`src/rtl/uart_tx.sv`:
```
// 8N1 UART transmitter: start bit, eight data bits LSB first, stop bit.
// Bit timing is driven by the shared oversampling baud tick; all outputs are registered.
module uart_tx #(
    parameter int OVERSAMPLE = 16
) (
    input  logic       clk,
    input  logic       rst,
    input  logic       b_tick,
    input  logic       start_trigger,
    input  logic [7:0] tx_din,
    output logic       o_tx,
    output logic       o_tx_busy,
    output logic       o_tx_done
);

    localparam int CW = (OVERSAMPLE > 1) ? $clog2(OVERSAMPLE) : 1;
    localparam logic [CW-1:0] TICK_LAST = CW'(OVERSAMPLE - 1);

    typedef enum logic [1:0] {
        S_IDLE  = 2'd0,
        S_START = 2'd1,
        S_DATA  = 2'd2,
        S_STOP  = 2'd3
    } state_e;

    state_e        state_q, state_d;
    logic [CW-1:0] tick_q, tick_d;
    logic [2:0]    bit_q, bit_d;
    logic [7:0]    shift_q, shift_d;
    logic          tx_q, tx_d;
    logic          busy_q, busy_d;
    logic          done_q, done_d;
    logic          bit_end;

    assign bit_end = b_tick && (tick_q == TICK_LAST);

    // Next-state and next-output logic; outputs are computed for the following cycle
    always_comb begin
        state_d = state_q;
        tick_d  = tick_q;
        bit_d   = bit_q;
        shift_d = shift_q;
        tx_d    = tx_q;
        busy_d  = busy_q;
        done_d  = 1'b0;
        case (state_q)
            S_IDLE: begin
                tx_d   = 1'b1;
                busy_d = 1'b0;
                tick_d = {CW{1'b0}};
                bit_d  = 3'd0;
                if (start_trigger) begin
                    shift_d = tx_din;
                    state_d = S_START;
                    tx_d    = 1'b0;
                    busy_d  = 1'b1;
                end else begin
                    shift_d = shift_q;
                end
            end
            S_START: begin
                if (bit_end) begin
                    tick_d  = {CW{1'b0}};
                    bit_d   = 3'd0;
                    state_d = S_DATA;
                    tx_d    = shift_q[0];
                end else if (b_tick) begin
                    tick_d = tick_q + CW'(1);
                end else begin
                    tick_d = tick_q;
                end
            end
            S_DATA: begin
                if (bit_end) begin
                    tick_d = {CW{1'b0}};
                    if (bit_q == 3'd7) begin
                        state_d = S_STOP;
                        tx_d    = 1'b1;
                    end else begin
                        shift_d = {1'b0, shift_q[7:1]};
                        bit_d   = bit_q + 3'd1;
                        tx_d    = shift_q[1];
                    end
                end else if (b_tick) begin
                    tick_d = tick_q + CW'(1);
                end else begin
                    tick_d = tick_q;
                end
            end
            S_STOP: begin
                if (bit_end) begin
                    tick_d  = {CW{1'b0}};
                    state_d = S_IDLE;
                    tx_d    = 1'b1;
                    busy_d  = 1'b0;
                    done_d  = 1'b1;
                end else if (b_tick) begin
                    tick_d = tick_q + CW'(1);
                end else begin
                    tick_d = tick_q;
                end
            end
            default: begin
                state_d = S_IDLE;
                tx_d    = 1'b1;
                busy_d  = 1'b0;
            end
        endcase
    end

    // State and output registers with synchronous reset to an idle-high line
    always_ff @(posedge clk) begin
        if (rst) begin
            state_q <= S_IDLE;
            tick_q  <= {CW{1'b0}};
            bit_q   <= 3'd0;
            shift_q <= 8'd0;
            tx_q    <= 1'b1;
            busy_q  <= 1'b0;
            done_q  <= 1'b0;
        end else begin
            state_q <= state_d;
            tick_q  <= tick_d;
            bit_q   <= bit_d;
            shift_q <= shift_d;
            tx_q    <= tx_d;
            busy_q  <= busy_d;
            done_q  <= done_d;
        end
    end

    assign o_tx      = tx_q;
    assign o_tx_busy = busy_q;
    assign o_tx_done = done_q;

endmodule

```
`config.mk`:
```
export PLATFORM = sky130hd
export DESIGN_NAME = uart_tx
export DESIGN_NICKNAME = d
export VERILOG_FILES = /design/src/rtl/uart_tx.sv
export SDC_FILE = /design/constraint.sdc
export NUM_CORES = 1
export LEC_CHECK = 0
export BUFFER_PORTS_ARGS = -buffer_cell sky130_fd_sc_hd__clkbuf_2
export CAP_MARGIN = 20
export CELL_PAD_IN_SITES_DETAIL_PLACEMENT = 0
export CELL_PAD_IN_SITES_GLOBAL_PLACEMENT = 1
export CORE_ASPECT_RATIO = 1.75
export CORE_MARGIN = 2
export CORE_UTILIZATION = 43
export CTS_CLUSTER_DIAMETER = 60
export CTS_CLUSTER_SIZE = 25
export DETAILED_ROUTE_END_ITERATION = 10
export PLACE_DENSITY_LB_ADDON = 0.05
export SLEW_MARGIN = 10
export SYNTH_ARGS = -nofsm -noshare
export SYNTH_HDL_FRONTEND = slang
export SYNTH_SLANG_ARGS = --single-unit
```
`constraint.sdc`:
```
create_clock -name clk -period 1.75 [get_ports clk]
set_input_delay 0.0875 -clock clk [delete_from_list [all_inputs] [get_ports clk]]
set_output_delay 0.0875 -clock clk [all_outputs]
set_load 0.01 [all_outputs]
```
==> impl_summary.log <==
[metrics] max-slew violation count: 0
[metrics] max capacitance violation total: 0
[metrics] final hold violations: 0
[metrics] syn avg cell area: 9.786 µm²
[metrics] # port buffers: 14
[metrics] status: completed
[metrics] CTS tree: built
[metrics] Fmax: between 600 and 700 MHz
[metrics] clock tree root buffer cell: sky130_fd_sc_hd__clkbuf_8
[metrics] Overall Global Routing Usage: 0.1795
[metrics] Initial DRT Pass Iterations: 4
[metrics] effective utilization at floorplan: 0.4451
[metrics] Data arrival, critical path: roughly 1.8 ns
[metrics] total of endpoints with negative setup slack in the final report: 0
[metrics] pin count of the biggest net entering global routing: 14
[metrics] logic depth of the worst register-to-register path: 6
[metrics] unrepaired setup endpoints after global routing: no
[metrics] count of pins on the block boundary: 15
[metrics] DIE HEIGHT: a little over 70 µm
[metrics] yosys warns: 0
[metrics] number of synthesized register bits: 20
[metrics] Clock H-tree levels: 1
[metrics] setup clock skew after layout: approximately 0.0017 ns
[metrics] TritonCTS buffer count: 3
[metrics] final routed DRC violation total: 0
[metrics] FP Rows: 24
[metrics] layout net count: 150
[metrics] post-synthesis net count: 132
[metrics] remaining max-slew budget at the tightest pin: 0.7428
[metrics] number of instances in the synthesized netlist: roughly 110
[metrics] weighted congestion reported at the end of routability-driven placement: just under 0.8
[metrics] capturing element type of the critical path: register
[metrics] filler cell count: 246
[metrics] HPWL after detailed placement: 1778 µm
[metrics] Max Fanout on Critical Path: 6
[metrics] floorplan die area: 0.002985 mm²
[metrics] later-pin clock latency in the skew report: 0.26 ns
[metrics] Initial DRC Count: 11
[metrics] vias per cell: 5.574
[metrics] fraction of final layout cells sized beyond drive strength 1: 0.2868
[metrics] share of the clock period used by the worst path after layout: 0.9202
[metrics] startpoint of the worst hold path: rst
[metrics] total number of vias: 864
[metrics] sequential area share after synthesis: 0.3653
[metrics] final-layout setup total negative slack: 0 ns
[metrics] post-route ant nets: 0
[metrics] wire length of the first global-routing pass: 4209 µm
[metrics] WHS Endpoint: tick_q[3]
[metrics] measured slew at the worst slew-check pin: 0.3823 ns
[metrics] initial antenna violation count: 0
[metrics] power density over the cells: roughly 1500 mW/mm²
[metrics] Placed Area: 0.001194 mm²
[metrics] Core ar.: 0.002462 mm²
[metrics] total of hold buffers inserted after clock tree synthesis: 0
[metrics] CTS Buffer Depth: 2
[metrics] Netlist cell types: 38
[metrics] cell area after layout: 0.001257 mm²
[metrics] share of the core filled with cells in the final layout: 0.5107
[metrics] minimum clock period: 1.610 ns
[metrics] type of the most critical hold path: in2reg
[metrics] most frequent cells in the layout: sky130_fd_sc_hd__dfxtp_1, sky130_fd_sc_hd__a21oi_1, sky130_fd_sc_hd__clkbuf_2
[metrics] leakage: about 0.52 nW
[metrics] type of element launching the critical path: register
[metrics] total wire length after detailed routing: 2250 µm
[metrics] peak ir drop on the vdd network: approximately 870 µV
[metrics] final antenna diode count: 0
[metrics] area delta synth->final: 14.73%
[metrics] Sink Count: 20
[metrics] clock-pin slew on the worst setup and hold paths: about 0.070 ns
[metrics] vias in the first global route: 952
[metrics] endpoint of the lowest-slack register-to-register path: bit_q[0]
[metrics] critical path type: reg2reg
[metrics] origin of the critical flop-to-flop path: bit_q[0]
[metrics] overall overflow remaining after global route: 0
[metrics] Cells on Worst Hold Path: 2
[metrics] final worst hold slack: 0.07330 ns
[metrics] mapped cell area: around 0.0011 mm²
[metrics] die outline width: 42.17 µm
[metrics] sum of internal, switching and leakage power: a little under 0.002 W
[metrics] Routed WL per cell: 14.52 µm
[metrics] data required time at the worst endpoint: approximately 1.9 ns
[metrics] most common library cell in the layout ignoring fill and taps: sky130_fd_sc_hd__dfxtp_1
[metrics] reg-to-reg slack, setup: approximately 0.14 ns
-- registers in the layout (all words and copies together) (netlist names) --
register,flops
o_tx,1
state_q,2
o_tx_done,1
shift_q,8
tick_q,4
bit_q,3
o_tx_busy,1
-- critical path, stage by stage (launching register included) --
cell and delay, ns:
sky130_fd_sc_hd__dfxtp_1 0.33, sky130_fd_sc_hd__ha_1 0.20, sky130_fd_sc_hd__ha_1 0.28, sky130_fd_sc_hd__o21ai_4 0.23
sky130_fd_sc_hd__buf_4 0.17, sky130_fd_sc_hd__nand2_1 0.05, sky130_fd_sc_hd__a32o_1 0.25
-- routing by layer --
layer	routed length, µm	vias up	track usage
met5	0	-	0
met4	42	0	0.08333
met3	53	5	0.02806
met2	1201	12	0.3111
met1	952	395	0.2115
li1	-	452	-
-- cells in the mapped netlist --
library cell               instances  area (µm²)
sky130_fd_sc_hd__dfxtp_1          20       400.4
sky130_fd_sc_hd__mux2_2            1       11.26
sky130_fd_sc_hd__nor2_1            6       22.52
sky130_fd_sc_hd__nand2b_4          1       13.76
sky130_fd_sc_hd__buf_2             1       5.000
sky130_fd_sc_hd__nor3_1            4       20.02
sky130_fd_sc_hd__a211oi_1          7       52.55
sky130_fd_sc_hd__a21oi_1          15       75.07
sky130_fd_sc_hd__a221o_1           1       10.01
sky130_fd_sc_hd__buf_1             1       3.750
sky130_fd_sc_hd__o21a_2            1       8.760
sky130_fd_sc_hd__nor4_1            2       12.51
sky130_fd_sc_hd__and3_1            2       12.51
sky130_fd_sc_hd__nand2_1           6       22.52
sky130_fd_sc_hd__a22o_1            2       17.52
sky130_fd_sc_hd__o21ai_2           1       8.760
sky130_fd_sc_hd__buf_6             2       22.52
sky130_fd_sc_hd__nand4_4           1       21.27
sky130_fd_sc_hd__inv_1             4       15.01
sky130_fd_sc_hd__ha_1              8       100.1
sky130_fd_sc_hd__a41oi_1           1       8.760
sky130_fd_sc_hd__a41o_1            1       10.01
sky130_fd_sc_hd__nand3_2           1       10.01
sky130_fd_sc_hd__clkbuf_1          1       3.750
sky130_fd_sc_hd__a32o_1            1       10.01
sky130_fd_sc_hd__mux2i_1           9       90.09
sky130_fd_sc_hd__buf_4             1       7.510
sky130_fd_sc_hd__a211oi_2          1       12.51
sky130_fd_sc_hd__o21ai_4           1       16.27
sky130_fd_sc_hd__o21a_1            1       7.510
sky130_fd_sc_hd__and4_4            1       11.26
sky130_fd_sc_hd__o211ai_2          1       12.51
sky130_fd_sc_hd__o21ai_0           1       5.000
sky130_fd_sc_hd__xor2_1            1       8.760
sky130_fd_sc_hd__nand4b_1          1       8.760
sky130_fd_sc_hd__nand2b_1          1       6.260
sky130_fd_sc_hd__and2_1            1       6.260
sky130_fd_sc_hd__nand3_1           1       5.000
-- area by class of cell --
| cell class | instances | area [µm²] | area share |
|---|---|---|---|
| multi-input cells | 82 | 646.9 | 0.5144 |
| inverters | 4 | 15.01 | 0.01194 |
| repair buffers | 19 | 107.6 | 0.08557 |
| flip-flops and latches | 20 | 400.4 | 0.3184 |
| clock buffers | 4 | 55.05 | 0.04378 |
| well taps | 26 | 32.53 | 0.02587 |
-- through the flow --
step | worst slack [ns] | std cells
3_3_place_gp | 0.09976 | 151
6_report | 0.1397 | 155
2_1_floorplan | 0.2010 | 112
3_5_place_dp | 0.05450 | 151
4_1_cts | 0.06218 | 155
5_1_grt | 0.02698 | 155
-- logic make-up (layout without fill, tap and decap cells) --
family	Yosys count	in the layout	share of synthesized area
mux	10	10	0.09247
xor+xnor	1	1	0.007992
compound gates	35	35	0.2329
buf+inv	10	27	0.05250
fa+ha+maj	8	8	0.09133
simple gates	28	28	0.1575
flops	20	20	0.3653
-- repair_timing --
action                                  in CTS  in global routing
setup buffers                                0                  0
endpoints found under the setup margin       0                  8
gates resized for setup                      0                  4
-- power by group --
group	switching (W)	internal [W]	total (W)	leakage [nW]
Clock	0.000158	0.000201	0.000358	0.0288
Sequential	0.0000880	0.000588	0.000676	0.164
Combinational	0.000481	0.000409	0.000890	0.332
-- worst max-delay path by stage --
stage | startpoint | endpoint | slack [ns] | cells after the start
3_3_place_gp | state_q[0] | shift_q[2] | 0.1 | 6
6_report | bit_q[0] | bit_q[0] | 0.14 | 6
3_5_place_dp | state_q[0] | shift_q[3] | 0.05 | 5
4_1_cts | tick_q[1] | shift_q[3] | 0.06 | 5
5_1_grt | bit_q[0] | shift_q[3] | 0.03 | 6
2_1_floorplan | state_q[0] | shift_q[1] | 0.20 | 7
(Power assumes the default switching activity.)
